--- config.mk ---
export PLATFORM = sky130hd
export DESIGN_NAME = rob_multi_commit_flat
export DESIGN_NICKNAME = d
export VERILOG_FILES = /design/src/rtl/rob_multi_commit_if.sv /design/src/rtl/rob_multi_commit.sv /design/src/flat_wrapper.sv
export SDC_FILE = /design/constraint.sdc
export NUM_CORES = 2
export LEC_CHECK = 0
export CAP_MARGIN = 20
export CELL_PAD_IN_SITES_DETAIL_PLACEMENT = 0
export CELL_PAD_IN_SITES_GLOBAL_PLACEMENT = 1
export CORE_MARGIN = 2
export CORE_UTILIZATION = 48
export CTS_BUF_LIST = sky130_fd_sc_hd__clkbuf_16
export DETAILED_ROUTE_END_ITERATION = 10
export PLACE_DENSITY = 0.81
export SYNTH_ARGS = -nofsm -noshare
export SYNTH_HDL_FRONTEND = slang
export SYNTH_SLANG_ARGS = --single-unit
export TNS_END_PERCENT = 30
--- constraint.sdc ---
create_clock -name clk -period 7.7 [get_ports clk]
set_input_delay 1.925 -clock clk [delete_from_list [all_inputs] [get_ports clk]]
set_output_delay 1.925 -clock clk [all_outputs]
set_load 0.02 [all_outputs]
--- src/rtl/rob_multi_commit_if.sv ---
// Reorder buffer bundle: dispatch allocation, CDB writeback and multi-lane retirement.
interface rob_multi_commit_if #(
    parameter int ROB_DEPTH     = 16,
    parameter int PHYS_REG_BITS = 6,
    parameter int COMMIT_WIDTH  = 2,
    parameter int CDB_PORTS     = 2
);
    localparam int IDXW = $clog2(ROB_DEPTH);

    logic                            enq_valid;
    logic                            enq_ready;
    logic [31:0]                     enq_pc;
    logic [31:0]                     enq_inst;
    logic [4:0]                      enq_arch_rd;
    logic [PHYS_REG_BITS-1:0]        enq_phys_rd;
    logic [IDXW-1:0]                 enq_index;
    logic [CDB_PORTS-1:0]            cdb_valid;
    logic [CDB_PORTS*IDXW-1:0]       cdb_rob_index;
    logic [CDB_PORTS-1:0]            cdb_branch_mismatch;
    logic                            commit_stall;
    logic [COMMIT_WIDTH-1:0]         commit_valid;
    logic [COMMIT_WIDTH*5-1:0]       commit_arch_rd;
    logic [COMMIT_WIDTH*PHYS_REG_BITS-1:0] commit_phys_rd;
    logic [COMMIT_WIDTH*32-1:0]      commit_pc;
    logic [COMMIT_WIDTH*32-1:0]      commit_inst;
    logic                            flush;
    logic [IDXW:0]                   count;

    modport slave (
        input  enq_valid, enq_pc, enq_inst, enq_arch_rd, enq_phys_rd,
        input  cdb_valid, cdb_rob_index, cdb_branch_mismatch, commit_stall,
        output enq_ready, enq_index, commit_valid, commit_arch_rd, commit_phys_rd,
        output commit_pc, commit_inst, flush, count
    );

    modport master (
        output enq_valid, enq_pc, enq_inst, enq_arch_rd, enq_phys_rd,
        output cdb_valid, cdb_rob_index, cdb_branch_mismatch, commit_stall,
        input  enq_ready, enq_index, commit_valid, commit_arch_rd, commit_phys_rd,
        input  commit_pc, commit_inst, flush, count
    );
endinterface

--- src/rtl/rob_multi_commit.sv ---
// Reorder buffer: in-order allocation, CDB completion marking, up to COMMIT_WIDTH
// in-order retirements per cycle, and a full flush when a retiring entry mispredicted.
module rob_multi_commit #(
    parameter int ROB_DEPTH     = 16,
    parameter int PHYS_REG_BITS = 6,
    parameter int COMMIT_WIDTH  = 2,
    parameter int CDB_PORTS     = 2
) (
    input  logic              clk,
    input  logic              rst,
    rob_multi_commit_if.slave bus
);
    localparam int IDXW = $clog2(ROB_DEPTH);
    localparam int PTRW = IDXW + 1;

    logic [PTRW-1:0]          head_q, head_d, tail_q, tail_d;
    logic [ROB_DEPTH-1:0]     valid_q, valid_d, done_q, done_d, mis_q, mis_d;
    logic [31:0]              pc_q   [ROB_DEPTH];
    logic [31:0]              inst_q [ROB_DEPTH];
    logic [4:0]               arch_q [ROB_DEPTH];
    logic [PHYS_REG_BITS-1:0] phys_q [ROB_DEPTH];

    logic [PTRW-1:0]          occ;
    logic [IDXW-1:0]          tail_idx;
    logic                     full, enq_ready, enq_fire, flush;
    logic [COMMIT_WIDTH-1:0]  lane_vld;
    logic [IDXW-1:0]          lane_idx [COMMIT_WIDTH];
    logic [PTRW-1:0]          ncommit;
    logic [COMMIT_WIDTH*5-1:0]             c_arch;
    logic [COMMIT_WIDTH*PHYS_REG_BITS-1:0] c_phys;
    logic [COMMIT_WIDTH*32-1:0]            c_pc;
    logic [COMMIT_WIDTH*32-1:0]            c_inst;

    // Occupancy and fullness come from the wrap-bit pointers only; a same-cycle
    // commit never opens a slot for the enqueue.
    assign occ       = tail_q - head_q;
    assign tail_idx  = tail_q[IDXW-1:0];
    assign full      = (tail_q[IDXW] != head_q[IDXW]) && (tail_idx == head_q[IDXW-1:0]);
    assign enq_ready = !rst && !full && !flush;
    assign enq_fire  = bus.enq_valid && enq_ready;

    // Retirement selection: walk lanes from the oldest entry, stopping at the first
    // not-done entry, or right after a mispredicted one (which still retires).
    always_comb begin
        logic chain;
        chain    = !rst && !bus.commit_stall;
        lane_vld = '0;
        lane_idx = '{default: '0};
        flush    = 1'b0;
        ncommit  = '0;
        c_arch   = '0;
        c_phys   = '0;
        c_pc     = '0;
        c_inst   = '0;
        for (int i = 0; i < COMMIT_WIDTH; i++) begin
            lane_idx[i] = head_q[IDXW-1:0] + IDXW'(i);
            if (chain && (PTRW'(i) < occ) && done_q[lane_idx[i]]) begin
                lane_vld[i] = 1'b1;
                ncommit     = ncommit + PTRW'(1);
                c_arch[i*5 +: 5]                     = arch_q[lane_idx[i]];
                c_phys[i*PHYS_REG_BITS +: PHYS_REG_BITS] = phys_q[lane_idx[i]];
                c_pc[i*32 +: 32]                     = pc_q[lane_idx[i]];
                c_inst[i*32 +: 32]                   = inst_q[lane_idx[i]];
                if (mis_q[lane_idx[i]]) begin
                    flush = 1'b1;
                    chain = 1'b0;
                end
            end else begin
                chain = 1'b0;
            end
        end
    end

    // Next-state bookkeeping: writeback marks, retirement and allocation; a flush
    // discards every entry and drops this cycle's enqueue and writebacks.
    always_comb begin
        logic [IDXW-1:0] cidx;
        cidx    = '0;
        head_d  = head_q;
        tail_d  = tail_q;
        valid_d = valid_q;
        done_d  = done_q;
        mis_d   = mis_q;
        if (flush) begin
            head_d  = '0;
            tail_d  = '0;
            valid_d = '0;
            done_d  = '0;
            mis_d   = '0;
        end else begin
            for (int p = 0; p < CDB_PORTS; p++) begin
                cidx = bus.cdb_rob_index[p*IDXW +: IDXW];
                if (bus.cdb_valid[p] && valid_q[cidx]) begin
                    done_d[cidx] = 1'b1;
                    mis_d[cidx]  = mis_d[cidx] | bus.cdb_branch_mismatch[p];
                end
            end
            for (int i = 0; i < COMMIT_WIDTH; i++) begin
                if (lane_vld[i]) begin
                    valid_d[lane_idx[i]] = 1'b0;
                    done_d[lane_idx[i]]  = 1'b0;
                    mis_d[lane_idx[i]]   = 1'b0;
                end
            end
            head_d = head_q + ncommit;
            if (enq_fire) begin
                valid_d[tail_idx] = 1'b1;
                done_d[tail_idx]  = 1'b0;
                mis_d[tail_idx]   = 1'b0;
                tail_d            = tail_q + PTRW'(1);
            end
        end
    end

    // Control state: pointers and per-entry status bits, cleared by reset.
    always_ff @(posedge clk) begin
        if (rst) begin
            head_q  <= '0;
            tail_q  <= '0;
            valid_q <= '0;
            done_q  <= '0;
            mis_q   <= '0;
        end else begin
            head_q  <= head_d;
            tail_q  <= tail_d;
            valid_q <= valid_d;
            done_q  <= done_d;
            mis_q   <= mis_d;
        end
    end

    // Entry payload: written on allocation only; never read unless the entry is occupied.
    always_ff @(posedge clk) begin
        if (enq_fire) begin
            pc_q[tail_idx]   <= bus.enq_pc;
            inst_q[tail_idx] <= bus.enq_inst;
            arch_q[tail_idx] <= bus.enq_arch_rd;
            phys_q[tail_idx] <= bus.enq_phys_rd;
        end
    end

    // Outputs read as zero while reset is held (commit lanes are already gated by rst).
    assign bus.enq_ready      = enq_ready;
    assign bus.enq_index      = rst ? '0 : tail_idx;
    assign bus.count          = rst ? '0 : occ;
    assign bus.commit_valid   = lane_vld;
    assign bus.commit_arch_rd = c_arch;
    assign bus.commit_phys_rd = c_phys;
    assign bus.commit_pc      = c_pc;
    assign bus.commit_inst    = c_inst;
    assign bus.flush          = flush;
endmodule
--- src/flat_wrapper.sv ---
// flat-port wrapper written by rule: the top's interface ports become plain ports
module rob_multi_commit_flat 
#(
    parameter int ROB_DEPTH     = 16,
    parameter int PHYS_REG_BITS = 6,
    parameter int COMMIT_WIDTH  = 2,
    parameter int CDB_PORTS     = 2
)
  (clk, rst, bus_enq_valid, bus_enq_pc, bus_enq_inst, bus_enq_arch_rd, bus_enq_phys_rd, bus_cdb_valid, bus_cdb_rob_index, bus_cdb_branch_mismatch, bus_commit_stall, bus_enq_ready, bus_enq_index, bus_commit_valid, bus_commit_arch_rd, bus_commit_phys_rd, bus_commit_pc, bus_commit_inst, bus_flush, bus_count);
  rob_multi_commit_if #(.ROB_DEPTH(ROB_DEPTH), .PHYS_REG_BITS(PHYS_REG_BITS), .COMMIT_WIDTH(COMMIT_WIDTH), .CDB_PORTS(CDB_PORTS)) bus_i ();
  input  logic clk;
  input  logic rst;
  input wire logic [$bits(bus_i.enq_valid)-1:0] bus_enq_valid;
  input wire logic [$bits(bus_i.enq_pc)-1:0] bus_enq_pc;
  input wire logic [$bits(bus_i.enq_inst)-1:0] bus_enq_inst;
  input wire logic [$bits(bus_i.enq_arch_rd)-1:0] bus_enq_arch_rd;
  input wire logic [$bits(bus_i.enq_phys_rd)-1:0] bus_enq_phys_rd;
  input wire logic [$bits(bus_i.cdb_valid)-1:0] bus_cdb_valid;
  input wire logic [$bits(bus_i.cdb_rob_index)-1:0] bus_cdb_rob_index;
  input wire logic [$bits(bus_i.cdb_branch_mismatch)-1:0] bus_cdb_branch_mismatch;
  input wire logic [$bits(bus_i.commit_stall)-1:0] bus_commit_stall;
  output wire logic [$bits(bus_i.enq_ready)-1:0] bus_enq_ready;
  output wire logic [$bits(bus_i.enq_index)-1:0] bus_enq_index;
  output wire logic [$bits(bus_i.commit_valid)-1:0] bus_commit_valid;
  output wire logic [$bits(bus_i.commit_arch_rd)-1:0] bus_commit_arch_rd;
  output wire logic [$bits(bus_i.commit_phys_rd)-1:0] bus_commit_phys_rd;
  output wire logic [$bits(bus_i.commit_pc)-1:0] bus_commit_pc;
  output wire logic [$bits(bus_i.commit_inst)-1:0] bus_commit_inst;
  output wire logic [$bits(bus_i.flush)-1:0] bus_flush;
  output wire logic [$bits(bus_i.count)-1:0] bus_count;
  assign bus_i.enq_valid = bus_enq_valid;
  assign bus_i.enq_pc = bus_enq_pc;
  assign bus_i.enq_inst = bus_enq_inst;
  assign bus_i.enq_arch_rd = bus_enq_arch_rd;
  assign bus_i.enq_phys_rd = bus_enq_phys_rd;
  assign bus_i.cdb_valid = bus_cdb_valid;
  assign bus_i.cdb_rob_index = bus_cdb_rob_index;
  assign bus_i.cdb_branch_mismatch = bus_cdb_branch_mismatch;
  assign bus_i.commit_stall = bus_commit_stall;
  assign bus_enq_ready = bus_i.enq_ready;
  assign bus_enq_index = bus_i.enq_index;
  assign bus_commit_valid = bus_i.commit_valid;
  assign bus_commit_arch_rd = bus_i.commit_arch_rd;
  assign bus_commit_phys_rd = bus_i.commit_phys_rd;
  assign bus_commit_pc = bus_i.commit_pc;
  assign bus_commit_inst = bus_i.commit_inst;
  assign bus_flush = bus_i.flush;
  assign bus_count = bus_i.count;
  rob_multi_commit #(.ROB_DEPTH(ROB_DEPTH), .PHYS_REG_BITS(PHYS_REG_BITS), .COMMIT_WIDTH(COMMIT_WIDTH), .CDB_PORTS(CDB_PORTS)) u_core (.clk(clk), .rst(rst), .bus(bus_i));
endmodule
== Word level (Yosys, flattened, before mapping) ==
Memories as Yosys holds them, arrays and structs flattened. A register that Yosys moved wholly into a read port is not among the register bits.
Index checks and enable logic that the tools add are counted.
Word-level totals
  register bits: 58
  memory bits (writable): 1200
  bits of input ports: 91
  output and inout bits: 163
  logic and storage cells: 142
  memories: 4
Memory list
  u_core.inst_q: depth 16, width 32, read ports 2, clocked after memory_dff 1, wr ports 1, RTL line rob_multi_commit.sv:19  | logic [31:0] inst_q [ROB_DEPTH];
  u_core.pc_q: depth 16, width 32, read ports 2, clocked after memory_dff 1, wr ports 1, RTL line rob_multi_commit.sv:18  | logic [31:0] pc_q [ROB_DEPTH];
  u_core.phys_q: depth 16, width 6, read ports 2, clocked after memory_dff 1, wr ports 1, RTL line rob_multi_commit.sv:21  | logic [PHYS_REG_BITS-1:0] phys_q [ROB_DEPTH];
  u_core.arch_q: depth 16, width 5, read ports 2, clocked after memory_dff 1, wr ports 1, RTL line rob_multi_commit.sv:20  | logic [4:0] arch_q [ROB_DEPTH];
Operators by class
  add/subtract/negate cells: 5
  $lt $le $gt $ge: 12
  equal/unequal tests: 2
  multiplexer cells: 77
  bitwise gates (word level): 16
  reductions and logical operators: 21
Operators with widths (count)
  16-bit two-way mux: 23
  16-bit bitwise AND: 8
  32-bit two-way mux: 4
  16-bit inverter: 3
  16-bit OR: 3
  1-bit binary-select mux with 4-bit select: 8
  16-bit bitwise mux: 2
  4-bit by 5-bit less-than comparator with 1-bit output, second input constant: 5
  1-bit two-way mux: 24
  1-bit demux with 4-bit select: 5
  4-bit by 1-bit >= comparator with 1-bit output, second input constant: 5
  4-bit two-way mux: 5
  5-bit two-way mux: 4
  1-bit logical AND: 16
  6-bit two-way mux: 2
  1-bit by 5-bit less-than comparator with 1-bit output, first input constant: 2
  5-bit by 1-bit adder with 5-bit output, second input constant: 1
  5-bit adder: 1
  5-bit subtractor: 1
  4-bit by 1-bit adder with 4-bit output, second input constant: 1
  4-bit == test: 1
  1-bit logical NOT: 4
  1-bit by 1-bit adder with 2-bit output, second input constant: 1
  1-bit OR: 2
  other kinds (2): 2

== Logic depth before layout (Yosys ltp) ==
  word-level depth: 23
  depth in mapped cells: 23
  depth with buffers taken out: 15

== Worst setup path after synthesis ==
Ideal clock, no wire load.
  kind: register to register
  start point: reg u_core.head_q[0]
  end point: mem u_core.arch_q[9][0], enable pin
  library setup time: 0.509 ns
  arrival: 6.786 ns
  required time: 7.191 ns
  setup slack: 0.405 ns
  stages on the path, launching flop included: 20
  path buffers: 10
  clock period less this slack: 7.295 ns
  cells stage by stage: dfxtp_1 > buf_6 > buf_6 > buf_6 > buf_4 > buf_2 > buf_2 > buf_2 > inv_1 > ha_1 > buf_4 > mux4_2 > mux2i_1 > mux2_2 > a31oi_1 > nand3_2 > nand2_2 > buf_6 > buf_4 > nor2_1
Between the ends
  word-level cells in the longest chain between the ends: 13
  elaborated cells on any way between the ends: 31
  classes of those cells: add/sub (2); order compare (2); eq/ne (1); mux (16); reduce/logical (10)
Ends and longest elaborated chain
  start, declared: RTL line rob_multi_commit.sv:16  | logic [PTRW-1:0] head_q, head_d, tail_q, tail_d;
  start signal, assigned: RTL line rob_multi_commit.sv:118  | head_q <= '0;
  start signal, assigned: RTL line rob_multi_commit.sv:124  | head_q <= head_d;
  5-bit subtractor: RTL line rob_multi_commit.sv:36  | assign occ = tail_q - head_q;
  1-bit by 5-bit less-than comparator with 1-bit output: RTL line rob_multi_commit.sv:57  | if (chain && (PTRW'(i) < occ) && done_q[lane_idx[i]]) begin
  1-bit logical AND (2 in series): RTL line rob_multi_commit.sv:57
  1-bit two-way mux: RTL line rob_multi_commit.sv:57
  1-bit logical AND (2 in series): RTL line rob_multi_commit.sv:57
  1-bit two-way mux: RTL line rob_multi_commit.sv:57
  1-bit logical NOT: RTL line rob_multi_commit.sv:39  | assign enq_ready = !rst && !full && !flush;
  1-bit logical AND (*): RTL line rob_multi_commit.sv:39
  1-bit logical AND (*): RTL line rob_multi_commit.sv:40  | assign enq_fire = bus.enq_valid && enq_ready;
  1-bit two-way mux (*): RTL line rob_multi_commit.sv:134  | if (enq_fire) begin
  1-bit two-way mux (implied by the code) (*): RTL line rob_multi_commit.sv:137  | arch_q[tail_idx] <= bus.enq_arch_rd;
  end, declared: RTL line rob_multi_commit.sv:20
Mark *: on every way between the ends. The rest lies on a longest branch, timed or not. The select of a mux whose other input is x is not followed.

== Worst setup path in the final report ==
  start point: reg u_core.head_q[3]
  end point: out bus_commit_inst[59]
Between the ends
  word-level cells in the longest chain between the ends: 8
  elaborated cells on any way between the ends: 18
  classes of those cells: add/sub (2); order compare (2); mux (9); reduce/logical (4); memory (1)
Ends and longest elaborated chain
  5-bit subtractor: RTL line rob_multi_commit.sv:36
  1-bit by 5-bit less-than comparator with 1-bit output: RTL line rob_multi_commit.sv:57
  1-bit logical AND (2 in series): RTL line rob_multi_commit.sv:57
  1-bit two-way mux: RTL line rob_multi_commit.sv:57
  1-bit logical AND (2 in series): RTL line rob_multi_commit.sv:57
  32-bit two-way mux (*): RTL line rob_multi_commit.sv:57
  end, declared: RTL line flat_wrapper.sv:28  | output wire logic [$bits(bus_i.commit_inst)-1:0] bus_commit_inst;
Marks and branches as above.

==> out/qor.json <==
{
  "std_cell_rows": {"value": 129},
  "status": {"value": "finished clean"},
  "placement.io_buffers": {"value": 253},
  "finish.utilization": {"value": 55.6, "unit": "%"},
  "tritoncts_num_sinks": {"value": 1258},
  "synthFlopType": {"value": "sky130_fd_sc_hd__edfxtp_1"},
  "num_vias": {"value": 34900},
  "htree_num_levels": {"value": 4},
  "drt_first_iter_violations": {"value": 4325},
  "grt_setup_unrepaired": {"value": "no"},
  "clock_latency": {"value": 760, "unit": "ps"},
  "drtPass1Iterations": {"value": 7},
  "arrival": {"value": 5260, "unit": "ps"},
  "grt_util_all_layers": {"value": 25.9, "unit": "%"},
  "finalSetupViolCount": {"value": 0},
  "synth.top_cell.area_share": {"value": 59.8, "unit": "%"},
  "floorplan.initialDensity": {"value": 48.5, "unit": "%"},
  "count_of_hold_fix_buffers_inserted_at_cts": {"value": 0},
  "slew_violations": {"value": 0},
  "die_width": {"value": 358, "unit": "microns"},
  "cp.required": {"value": 5780, "unit": "ps"},
  "grt_start_max_net_pins": {"value": 149},
  "via_count_of_the_first_global_routing_pass": {"value": 34900},
  "worst-setup-path-type": {"value": "reg -> out"},
  "setup_ws": {"value": 514, "unit": "ps"},
  "async_flop_share": {"value": 0, "unit": "%"},
  "remaining_drc_errors": {"value": 0},
  "maxSlewHeadroom": {"value": 22.7, "unit": "%"},
  "clk_transition_reported_paths": {"value": 60, "unit": "ps"},
  "ctsResizeCount": {"value": 0},
  "clockRootBuffer": {"value": "sky130_fd_sc_hd__clkbuf_16"},
  "p_per_area": {"value": 207, "unit": "mW/mm^2"},
  "detail_route.wl_per_cell": {"value": 31.5, "unit": "microns"},
  "chipHeight": {"value": 358, "unit": "microns"},
  "syn_nets": {"value": 3389},
  "worst_pin_slew": {"value": 1160, "unit": "ps"},
  "number_of_distinct_library_cells_after_synthesis": {"value": 88},
  "post-route-cell-area": {"value": 0.0690, "unit": "sq mm"},
  "placement.cell_area": {"value": 0.0646, "unit": "sq mm"},
  "synthCells": {"value": 3279},
  "final_sum_of_negative_setup_slack": {"value": 0, "unit": "ps"},
  "timing.final.hold_violations": {"value": 0},
  "yosys_reg_bits": {"value": 1258},
  "gpl.final_weighted_congestion": {"value": 0.897},
  "timing.hold.worst.class": {"value": "reg -> reg"},
  "final_min_period_over_clock_period": {"value": 93.3, "unit": "%"},
  "placement.setup.worst_slack": {"value": 662, "unit": "ps"},
  "cts_setup_buffers": {"value": 0},
  "dp_cells": {"value": 4988},
  "area_used_by_sequential_logic_in_the_layout": {"value": 0.0372, "unit": "sq mm"},
  "finalWorstPathRequiredPeriod": {"value": 7190, "unit": "ps"},
  "synth_edf_count": {"value": 1200},
  "max-vdd-ir-drop": {"value": 0.273, "unit": "mV"},
  "initial_antenna_violation_count": {"value": 16},
  "fill_cells": {"value": 9262},
  "drive_gt1_share": {"value": 29.2, "unit": "%"},
  "fmax": {"value": 139, "unit": "MHz"},
  "overflow": {"value": 0},
  "area_of_combinational_cells_with_multiple_inputs": {"value": 0.0219, "unit": "sq mm"},
  "dp.final_hpwl": {"value": 91900, "unit": "microns"},
  "design.final.nets": {"value": 3597},
  "detail-route-antenna-nets": {"value": 0},
  "synth.top_cells.by_area": {"value": "sky130_fd_sc_hd__edfxtp_1 (60%), sky130_fd_sc_hd__mux4_2 (26%), sky130_fd_sc_hd__nand2_1 (2.1%), sky130_fd_sc_hd__dfxtp_1 (1.9%), sky130_fd_sc_hd__nand3_1 (1.6%)"},
  "drv_cap": {"value": 0},
  "cts.path.max_buffers": {"value": 3},
  "finalClockSkew": {"value": 27.4, "unit": "ps"},
  "crit_path_start_kind": {"value": "register"},
  "syn_to_final_growth": {"value": 14.5, "unit": "%"},
  "average_vias_per_placed_instance": {"value": 6.67},
  "static_leakage": {"value": 21.1, "unit": "nW"},
  "worstSetupEndpointType": {"value": "output pin"},
  "total_cts_buffers": {"value": 134},
  "drt_wl_total": {"value": 165000, "unit": "microns"},
  "dieArea": {"value": 0.128, "unit": "sq mm"},
  "grt_pass1_wl": {"value": 241000, "unit": "microns"},
  "yosysWarningCount": {"value": 0},
  "syn_area_per_cell": {"value": 18.4, "unit": "sq um"},
  "syn_area": {"value": 0.0602, "unit": "sq mm"},
  "num_io_pins": {"value": 254},
  "worst_hold_margin": {"value": 476, "unit": "ps"},
  "design.core.area": {"value": 0.124, "unit": "sq mm"},
  "power": {"value": 14.3, "unit": "mW"},
  "final-instance-count-excl-fill": {"value": 5232},
  "yosysSeqAreaShare": {"value": 61.8, "unit": "%"},
  "synth_largest_area_cell": {"value": "sky130_fd_sc_hd__edfxtp_1"},
  "cts_tree": {"value": "yes"},
  "crit_path_max_fanout": {"value": 28}
}
report_power, final:
| part | switching (mW) | leakage, nW | internal, mW |
|---|---|---|---|
| sequential | 0.0226 | 11.3 | 7.54 |
| combinational | 0.240 | 7.68 | 0.132 |
| clock | 2.64 | 2.19 | 3.70 |
layout by cell type, fill, tap and decap left out, types with 7 or more instances in the layout:
master,instances
sky130_fd_sc_hd__xnor2_1,7
sky130_fd_sc_hd__edfxtp_1,1200
sky130_fd_sc_hd__bufinv_16,12
sky130_fd_sc_hd__dfxtp_1,55
sky130_fd_sc_hd__clkinv_2,20
sky130_fd_sc_hd__and2_1,79
sky130_fd_sc_hd__nand3_1,189
sky130_fd_sc_hd__clkinvlp_4,8
sky130_fd_sc_hd__inv_1,36
sky130_fd_sc_hd__nor2_4,16
sky130_fd_sc_hd__a21oi_1,21
sky130_fd_sc_hd__clkdlybuf4s50_1,252
sky130_fd_sc_hd__buf_12,20
sky130_fd_sc_hd__nor2b_1,13
sky130_fd_sc_hd__nand2_1,344
sky130_fd_sc_hd__clkbuf_16,140
sky130_fd_sc_hd__nor3_1,16
sky130_fd_sc_hd__mux2i_1,27
sky130_fd_sc_hd__nor3_2,13
sky130_fd_sc_hd__buf_4,54
sky130_fd_sc_hd__nor2_1,49
sky130_fd_sc_hd__mux2_2,11
sky130_fd_sc_hd__mux4_2,696
sky130_fd_sc_hd__diode_2,7
sky130_fd_sc_hd__and3_1,89
sky130_fd_sc_hd__nor4_1,12
sky130_fd_sc_hd__a311oi_1,7
sky130_fd_sc_hd__clkinv_1,27
sky130_fd_sc_hd__ha_1,16
Yosys cell counts (7+ instances only):
library cell / count
sky130_fd_sc_hd__nor2b_1: 13
sky130_fd_sc_hd__ha_1: 17
sky130_fd_sc_hd__nor3_1: 16
sky130_fd_sc_hd__nand3_1: 189
sky130_fd_sc_hd__mux2_2: 11
sky130_fd_sc_hd__nand2_1: 344
sky130_fd_sc_hd__clkbuf_1: 109
sky130_fd_sc_hd__inv_1: 16
sky130_fd_sc_hd__nor4_1: 12
sky130_fd_sc_hd__buf_4: 14
sky130_fd_sc_hd__buf_2: 84
sky130_fd_sc_hd__mux2i_1: 27
sky130_fd_sc_hd__edfxtp_1: 1200
sky130_fd_sc_hd__nor2_1: 65
sky130_fd_sc_hd__a21oi_1: 21
sky130_fd_sc_hd__xnor2_1: 9
sky130_fd_sc_hd__dfxtp_1: 58
sky130_fd_sc_hd__nor3_2: 13
sky130_fd_sc_hd__and3_1: 89
sky130_fd_sc_hd__mux4_2: 696
sky130_fd_sc_hd__buf_6: 10
sky130_fd_sc_hd__and2_1: 79
sky130_fd_sc_hd__a311oi_1: 7
sky130_fd_sc_hd__buf_1: 35
routing by layer:
metal / share of wire [%] / track usage, %
met1: 39 / 36.8
met2: 49 / 41.2
met3: 9.6 / 4.79
met4: 2.6 / 8.29
met5: 0.046 / 0
cell families after synthesis:
| group | share of synthesized area, % |
|---|---|
| AND/OR/NAND/NOR | 7.27 |
| multiplexers | 26.7 |
| flip-flops | 61.8 |
| AO/OA/AOI/OAI | 1.44 |
| adder cells (fa/ha/maj) | 0.420 |
| buffers and inverters | 2.09 |
| XOR/XNOR | 0.320 |
critical path, stage by stage (launching register included):
cell                              delay [ps]
sky130_fd_sc_hd__dfxtp_1                 910
sky130_fd_sc_hd__clkinv_4                540
sky130_fd_sc_hd__ha_1                    590
sky130_fd_sc_hd__nor2_1                   80
sky130_fd_sc_hd__a21oi_1                 250
sky130_fd_sc_hd__xnor2_2                 250
sky130_fd_sc_hd__a311oi_2                370
sky130_fd_sc_hd__nand2_1                 150
sky130_fd_sc_hd__inv_4                   180
sky130_fd_sc_hd__buf_4                   310
sky130_fd_sc_hd__and3_1                  240
sky130_fd_sc_hd__clkdlybuf4s50_1         610
final timing paths:
check,slack (ps),endpoint,from,cells after the start
max,510,bus_commit_inst[59],u_core.head_q[3]$_SDFF_PP0_,11
min,480,u_core.valid_q[14]$_SDFF_PP0_,u_core.valid_q[14]$_SDFF_PP0_,2
max reg2reg,1760,u_core.pc_q[11][4]$_DFFE_PP_,u_core.head_q[3]$_SDFF_PP0_,13
min reg2reg,480,u_core.valid_q[14]$_SDFF_PP0_,u_core.valid_q[14]$_SDFF_PP0_,2
state kept, by name, indices dropped and copies added (netlist names):
name            cells
u_core.done_q      16
u_core.mis_q       16
u_core.inst_q     512
u_core.valid_q     16
u_core.pc_q       512
u_core.tail_q       5
u_core.arch_q      80
u_core.head_q       5
u_core.phys_q      96
area by class of cell:
type / count / share of cell area (%)
inverters: 19 / 0.118
clock inverters: 97 / 1.20
diodes: 7 / 0.0254
well taps: 1637 / 2.97
clock buffers: 140 / 5.08
flip-flops and latches: 1258 / 54.0
multi-input cells: 1748 / 31.8
repair buffers: 326 / 4.83
Note: power is estimated with default switching activity, not from simulation.
